File: src/rtl/wb_la_res_arbiter.sv
// Round-robin arbiter giving the Wishbone slave port and the LA command port turns on one shared resource.
// Optional ARB_TIMEOUT_EN: bounds the resource wait and reports a sticky error.
module wb_la_res_arbiter #(
  parameter logic [31:0] BASE_ADDR   = 32'h3000_0000,
  parameter int          ADDR_W      = 8,
  parameter int          TIMEOUT_CYC = 16
) (
  input  logic              wb_clk_i,
  input  logic              wb_rst_i,
  input  logic              wbs_cyc_i,
  input  logic              wbs_stb_i,
  input  logic              wbs_we_i,
  input  logic [3:0]        wbs_sel_i,
  input  logic [31:0]       wbs_adr_i,
  input  logic [31:0]       wbs_dat_i,
  output logic              wbs_ack_o,
  output logic [31:0]       wbs_dat_o,
  input  logic              la_req_i,
  input  logic              la_we_i,
  input  logic [ADDR_W-1:0] la_adr_i,
  input  logic [31:0]       la_dat_i,
  output logic              la_ack_o,
  output logic [31:0]       la_dat_o,
  output logic              res_req_o,
  output logic              res_we_o,
  output logic [3:0]        res_sel_o,
  output logic [ADDR_W-1:0] res_adr_o,
  output logic [31:0]       res_dat_o,
  input  logic              res_ack_i,
  input  logic [31:0]       res_dat_i,
  output logic              err_o
);

  typedef enum logic [1:0] {S_IDLE, S_GNT_WB, S_GNT_LA, S_DONE} state_t;

  state_t            state_q, state_d;
  logic              rr_last_la_q, rr_last_la_d;
  logic              gnt_la_q, gnt_la_d;
  logic              res_req_q, res_req_d;
  logic              res_we_q, res_we_d;
  logic [3:0]        res_sel_q, res_sel_d;
  logic [ADDR_W-1:0] res_adr_q, res_adr_d;
  logic [31:0]       res_dat_q, res_dat_d;
  logic [31:0]       wbs_dat_q, wbs_dat_d;
  logic [31:0]       la_dat_q, la_dat_d;
  logic              wb_hit, la_hit, in_gnt;

  // Byte-lane bits of the WB address carry no meaning for word accesses.
  logic unused_ok;
  assign unused_ok = ^wbs_adr_i[1:0];

  assign wb_hit = wbs_cyc_i & wbs_stb_i &
                  (wbs_adr_i[31:ADDR_W+2] == BASE_ADDR[31:ADDR_W+2]);
  assign la_hit = la_req_i;
  assign in_gnt = (state_q == S_GNT_WB) || (state_q == S_GNT_LA);

`ifdef ARB_TIMEOUT_EN
  localparam int CNT_W = $clog2(TIMEOUT_CYC + 1);
  logic [CNT_W-1:0] cnt_q, cnt_d;
  logic             err_q, err_d;
  logic             expire;

  assign expire = in_gnt && !res_ack_i && (cnt_q == CNT_W'(TIMEOUT_CYC - 1));
  assign err_o  = err_q;
`else
  logic expire;
  assign expire = 1'b0;
  assign err_o  = 1'b0;
`endif

  always_comb begin
    state_d      = state_q;
    rr_last_la_d = rr_last_la_q;
    gnt_la_d     = gnt_la_q;
    res_req_d    = res_req_q;
    res_we_d     = res_we_q;
    res_sel_d    = res_sel_q;
    res_adr_d    = res_adr_q;
    res_dat_d    = res_dat_q;
    wbs_dat_d    = wbs_dat_q;
    la_dat_d     = la_dat_q;
`ifdef ARB_TIMEOUT_EN
    cnt_d        = cnt_q;
    err_d        = err_q;
`endif
    case (state_q)
      S_IDLE: begin
        // On contention the requester that did not win last time goes first.
        if (wb_hit && (!la_hit || rr_last_la_q)) begin
          state_d      = S_GNT_WB;
          rr_last_la_d = 1'b0;
          gnt_la_d     = 1'b0;
          res_req_d    = 1'b1;
          res_we_d     = wbs_we_i;
          res_sel_d    = wbs_sel_i;
          res_adr_d    = wbs_adr_i[ADDR_W+1:2];
          res_dat_d    = wbs_dat_i;
`ifdef ARB_TIMEOUT_EN
          cnt_d        = '0;
`endif
        end else if (la_hit) begin
          state_d      = S_GNT_LA;
          rr_last_la_d = 1'b1;
          gnt_la_d     = 1'b1;
          res_req_d    = 1'b1;
          res_we_d     = la_we_i;
          res_sel_d    = 4'hF;
          res_adr_d    = la_adr_i;
          res_dat_d    = la_dat_i;
`ifdef ARB_TIMEOUT_EN
          cnt_d        = '0;
`endif
        end
      end
      S_GNT_WB, S_GNT_LA: begin
        if (res_ack_i) begin
          state_d   = S_DONE;
          res_req_d = 1'b0;
          if (!res_we_q) begin
            if (gnt_la_q) la_dat_d  = res_dat_i;
            else          wbs_dat_d = res_dat_i;
          end
        end else if (expire) begin
          state_d   = S_DONE;
          res_req_d = 1'b0;
          if (gnt_la_q) la_dat_d  = 32'hDEAD_BEEF;
          else          wbs_dat_d = 32'hDEAD_BEEF;
`ifdef ARB_TIMEOUT_EN
          err_d     = 1'b1;
`endif
        end else begin
`ifdef ARB_TIMEOUT_EN
          cnt_d = cnt_q + 1'b1;
`endif
        end
      end
      S_DONE: state_d = S_IDLE;
      default: state_d = S_IDLE;
    endcase
  end

  always_ff @(posedge wb_clk_i or posedge wb_rst_i) begin
    if (wb_rst_i) begin
      state_q      <= S_IDLE;
      rr_last_la_q <= 1'b1;
      gnt_la_q     <= 1'b0;
      res_req_q    <= 1'b0;
      res_we_q     <= 1'b0;
      res_sel_q    <= '0;
      res_adr_q    <= '0;
      res_dat_q    <= '0;
      wbs_dat_q    <= '0;
      la_dat_q     <= '0;
    end else begin
      state_q      <= state_d;
      rr_last_la_q <= rr_last_la_d;
      gnt_la_q     <= gnt_la_d;
      res_req_q    <= res_req_d;
      res_we_q     <= res_we_d;
      res_sel_q    <= res_sel_d;
      res_adr_q    <= res_adr_d;
      res_dat_q    <= res_dat_d;
      wbs_dat_q    <= wbs_dat_d;
      la_dat_q     <= la_dat_d;
    end
  end

`ifdef ARB_TIMEOUT_EN
  always_ff @(posedge wb_clk_i or posedge wb_rst_i) begin
    if (wb_rst_i) begin
      cnt_q <= '0;
      err_q <= 1'b0;
    end else begin
      cnt_q <= cnt_d;
      err_q <= err_d;
    end
  end
`endif

  assign wbs_ack_o = (state_q == S_DONE) && !gnt_la_q;
  assign la_ack_o  = (state_q == S_DONE) &&  gnt_la_q;
  assign wbs_dat_o = wbs_dat_q;
  assign la_dat_o  = la_dat_q;
  assign res_req_o = res_req_q;
  assign res_we_o  = res_we_q;
  assign res_sel_o = res_sel_q;
  assign res_adr_o = res_adr_q;
  assign res_dat_o = res_dat_q;

endmodule

File: config.mk
export PLATFORM = sky130hd
export DESIGN_NAME = wb_la_res_arbiter
export DESIGN_NICKNAME = d
export VERILOG_FILES = /design/src/rtl/wb_la_res_arbiter.sv
export SDC_FILE = /design/constraint.sdc
export NUM_CORES = 1
export LEC_CHECK = 0
export ABC_AREA = 1
export BUFFER_PORTS_ARGS = -buffer_cell sky130_fd_sc_hd__buf_2
export CAP_MARGIN = 20
export CORE_ASPECT_RATIO = 0.9
export CORE_MARGIN = 4
export CORE_UTILIZATION = 46
export DETAILED_ROUTE_END_ITERATION = 8
export GPL_TIMING_DRIVEN = 1
export PLACE_DENSITY = 0.79
export SYNTH_ARGS = -nofsm -noshare
export SYNTH_HDL_FRONTEND = slang
export SYNTH_SLANG_ARGS = --single-unit
File: constraint.sdc
create_clock -name wb_clk_i -period 5.4 [get_ports wb_clk_i]
set_input_delay 1.35 -clock wb_clk_i [delete_from_list [all_inputs] [get_ports wb_clk_i]]
set_output_delay 1.35 -clock wb_clk_i [all_outputs]
set_load 0.05 [all_outputs]
After elaboration in Yosys (flattened, before gate mapping):

Index checks and enable logic that the tools add are counted.

* bits of input ports: 148
* bits in registers: 114
* output and inout port bits: 113
* logic and storage cells: 52

* reduce and logical (&&, ||, !) cells: 15
* equality and inequality tests: 6
* multiplexer cells: 17
* bitwise operators: 4

Operators with widths (count)
* two-way mux 32 bit: 2
* equality test 22 x 20 -> 1 bit, second input constant: 1
* two-way mux 8 bit: 2
* two-way mux 4 bit: 2
* AND reduction 4 bit: 2
* two-way mux 1 bit: 6
* two-way mux 2 bit: 3
* case mux 2 bit (3 select lines): 1
* equality test 2 bit, second input constant: 2
* AND reduction 2 bit: 2
* nonzero test 2 bit: 2
* logical AND 1 bit: 3
* inequality test 3 bit, second input constant: 1
* AND reduction 3 bit: 1
* AND 1 bit: 2
* equality test 2 x 1 -> 1 bit, second input constant: 1
* zero test 1 bit: 2
* zero test 2 bit: 1
* inequality test 2 bit, second input constant: 1
* NOT 1 bit: 2
* case mux 1 bit (2 select lines): 1
* OR reduction 2 bit: 1
* logical OR 1 bit: 1

Depth between registers and ports, before layout:

* word-level depth: 5
* depth in mapped cells: 11

Least setup slack after synthesis:

OpenSTA, ideal clock, no wires.

* path type: register to output
* from: register state_q[0]
* to: output port wbs_ack_o
* required time: 4050 ps
* stages on the path, launching flop included: 4
* path slack: 2866 ps
* arrival time: 1184 ps
* path through: dfrtp_1 ha_1 inv_1 nor2_1

* word-level cells in the longest chain between the ends: 2

Ends and longest elaborated chain
* start, declared: RTL line 36 `state_t state_q, state_d;`
* start signal, assigned: RTL line 155 `state_q <= state_d;`
* equality test 2 bit: RTL line 180 `assign wbs_ack_o = (state_q == S_DONE) && !gnt_la_q;`
* logical AND 1 bit: RTL line 180
* end, declared: RTL line 16 `output logic wbs_ack_o,`

No other way between the ends.

Worst setup path in the final report:

* from: input port wbs_adr_i[18]
* to: register res_dat_q[19] (netlist: res_dat_o[19])

* word-level cells in the longest chain between the ends: 5

Ends and longest elaborated chain
* start, declared: RTL line 14 `input logic [31:0] wbs_adr_i,`
* equality test 22 x 20 -> 1 bit *: RTL line 53 `(wbs_adr_i[31:ADDR_W+2] == BASE_ADDR[31:ADDR_W+2]);`
* AND 1 bit *: RTL line 52 `assign wb_hit = wbs_cyc_i & wbs_stb_i &`
* logical AND 1 bit *: RTL line 89 `if (wb_hit && (!la_hit || rr_last_la_q)) begin`
* nonzero test 2 bit (no source line)
* AND reduction 2 bit (no source line)
* end signal, assigned: RTL line 162 `res_dat_q <= res_dat_d;`
* end, declared: RTL line 43 `logic [31:0] res_dat_q, res_dat_d;`

Every way passes the cells marked *; elsewhere a longest branch is shown, timed or not.
A chain may end at the register's enable or synchronous reset.

==> flow_summary.yaml <==
outcome:
  status: "finished clean"
synth:
  synth_adder_area_share_pct: 0.744
  syn-num-nets: 787
  synth_area_um2: 5040
  synth_top_area_share_pct: 56.1
  synth_xor_area_share_pct: 0
  syn_area_per_cell_um2: 7.93
  ys_ff_latch: 114
  synthCells: 636
  synth_top_area_cell: "dfrtp_1"
  seq_area_frac_synth_pct: 56.6
  synth_top_family_by_area: "simple AND/OR/NAND/NOR gates"
  yosys-top-cells-area: "dfrtp_1 56%, nand2_1 25%, o21ai_0 6.3%"
  yosys_warnings: 0
  yosys.area_share.simple_pct: 28.0
  synthMuxAreaShare_pct: 0
  synth-compound-area-share_pct: 6.94
  ys_types: 20
route:
  wl_um: 13500
  first_iter_violations: 315
  via_count: 4727
  route.detailed.drc: 0
  antenna_left: 0
  drt_pass1_iterations: 4
  wl_per_cell_um: 13.2
  drt-vias-per-instance: 4.61
setup_path:
  crit_type: "input pin to register"
  cpMostUsedCell: "nand2_1"
  cp_slowest_stage_delay_ns: 0.55
  ff2ff_path_depth: 11
  worst_ep_arrival_time_ns: 3.47
  r2r_start: "rr_last_la_q"
  path_cells: "buf_2 > nor2_1 > nand3_1 > nor2_1 > nand3_2 > buf_4 > inv_2 > nand2_1 > nand2_1 > nand2_1 > nand2_1"
  crit_family: "simple AND/OR/NAND/NOR gates"
  crit_buf_inv: 3
  cp-start-kind: "input pin"
  cp_max_fo: 43
  crit_slowest_cell: "inv_2"
  rr_endpoint: "res_dat_o[19]"
  cp.required_ns: 5.72
  setup.worst_path.end_class: "register"
  r2r_slack_ns: 2.86
power_and_ir_drop:
  p_per_area_nw_per_um2: 732
  ir_worst_vdd_mv: 0.444
  leakage_nw: 4.16
clock_tree:
  numCtsBuffers: 17
  clockBufferDepth: 2
  cts_tree: "yes"
  cts_setup_buffers: 0
  hold_buffers: 0
  cts_sinks: 114
  clk_pin_slew_ns: 0.05
  cts_max_level: 4
  cts_resized: 0
  clk_latency_ns: 0.40
  root_buffer: "clkbuf_16"
timing:
  hold_viol: 0
  final-max-slew-violation-count: 0
  whs_ns: 0.471
  rsz0062_at_grt: "false"
  tightest_slew_ns: 1.02
  finalSetupViolations: 0
  tns_ns: 0
  skew_ns: 0.0126
  post-route-period-util_pct: 58.3
  fin_crit_ns: 3.15
  slew_headroom_pct: 32.0
  finalWorstSetupSlack_ns: 2.25
  fmax_mhz: 318
layout:
  num-nets-final: 1035
  area_delta_synth_final_pct: 37.0
  drive_gt1_share_pct: 33.6
  final_cell_mix: "336 x nand2_1, 257 x buf_2, 113 x dfrtp_1, 64 x o21ai_0, 45 x inv_1"
  regArea_um2: 2850
  multi_input_area_um2: 1810
  fillers: 924
  final_common_cell: "nand2_1"
  n_antenna_cell: 0
die:
  core_area_um2: 10500
  boundaryPins: 261
  dieArea_um2: 12700
  die-width_um: 118
  initial_core_util_pct: 48.2
  die_h_um: 107
  core.rowCount: 35
hold_path:
  hold_depth: 2
  min_to: "res_dat_o[25]"
  hp-class: "register to register"
  hold_start: "res_dat_o[25]"
global_route:
  globalRouteOverflowTotal: 0
  grt_max_degree: 78
  grt.total_usage_pct: 21.6
  antenna_found_initial: 0
  grt_pass1_wl_um: 22400
  grt_pass1_vias: 4666
placed_design:
  gp_congestion: 0.798
  dp_hpwl_um: 9910
  port_buffers: 257
  post-place-ws_ns: 1.83
run:
  drv_cap: 0
## worst reg2reg max path: stages (launching register included)
cell	delay, ns
dfstp_2	0.53
inv_1	0.04
nand2_1	0.05
nand2_1	0.05
nor2_1	0.15
nand3_2	0.34
buf_4	0.38
inv_2	0.56
nand2_1	0.13
nand2_1	0.10
nand2_1	0.05
nand2_1	0.08
## cell usage after synthesis
library cell and number:
nand2_1 338, dfrtp_1 113, o21ai_0 64, inv_1 46, nor2_1 22, clkbuf_1 13
buf_6 8, buf_4 6, o21ai_1 6, nand3_1 5, buf_2 4, ha_1 3
clkinv_4 1, conb_1 1, dfstp_2 1, inv_2 1, nand2_2 1, nand2_4 1
nand3_2 1, nand4_1 1
## report_power, final
group	internal, mW	total, mW	switching, mW
clock network	0.648	1.07	0.420
logic	0.537	2.53	1.99
registers	1.26	1.46	0.206
## area by class of cell
type                    count  share of cell area (%)
flip-flops and latches    114                    41.3
clock inverters            15                    2.21
inverters                  48                    2.72
well taps                 129                    2.34
clock buffers              17                    6.16
multi-input cells         443                    26.1
repair buffers            260                    19.1
## routing by layer
layer | global-route usage (%) | share of wire [%]
met2 | 36.5 | 49
met5 | 0 | 0
met3 | 6.20 | 6.9
met1 | 27.2 | 42
met4 | 6.04 | 1.3
## flip-flops by register name (all words and copies together) (netlist names)
name          cells
la_dat_o         32
res_adr_o         8
res_we_o          1
state_q           2
res_sel_o         4
rr_last_la_q      1
res_dat_o        32
res_req_o         1
wbs_dat_o        32
gnt_la_q          1
## kinds of logic (layout without fill, tap and decap cells)
group	after synthesis	in the layout
fa+ha+maj	3	3
simple gates	369	369
compound gates	70	70
flops	114	114
buf+inv	79	340
other cells	1	1
## metrics by stage
stage | cells | total power, mW | utilization (%) | cell area (um^2)
finish | 1026 | 5.06 | 66.0 | 6910
global route | 1026 | 5.36 | 66.0 | 6910
CTS | 1025 | 5.10 | 65.8 | 6890
detailed placement | 993 | 4.01 | 60.3 | 6310
global placement | 993 | 3.97 | 60.3 | 6310
floorplan | 636 | 3.39 | - | 5040
## worst max-delay path by stage
stage	depth (start not counted)	endpoint	from
CTS	11	res_dat_o[17]	wbs_adr_i[18]
finish	11	res_dat_o[19]	wbs_adr_i[18]
floorplan	1	gnt_la_q	wb_rst_i
global route	11	res_dat_o[26]	wbs_adr_i[18]
global placement	11	res_dat_o[17]	wbs_adr_i[22]
detailed placement	11	res_dat_o[17]	wbs_adr_i[18]
Note: power is estimated with default switching activity, not from simulation.
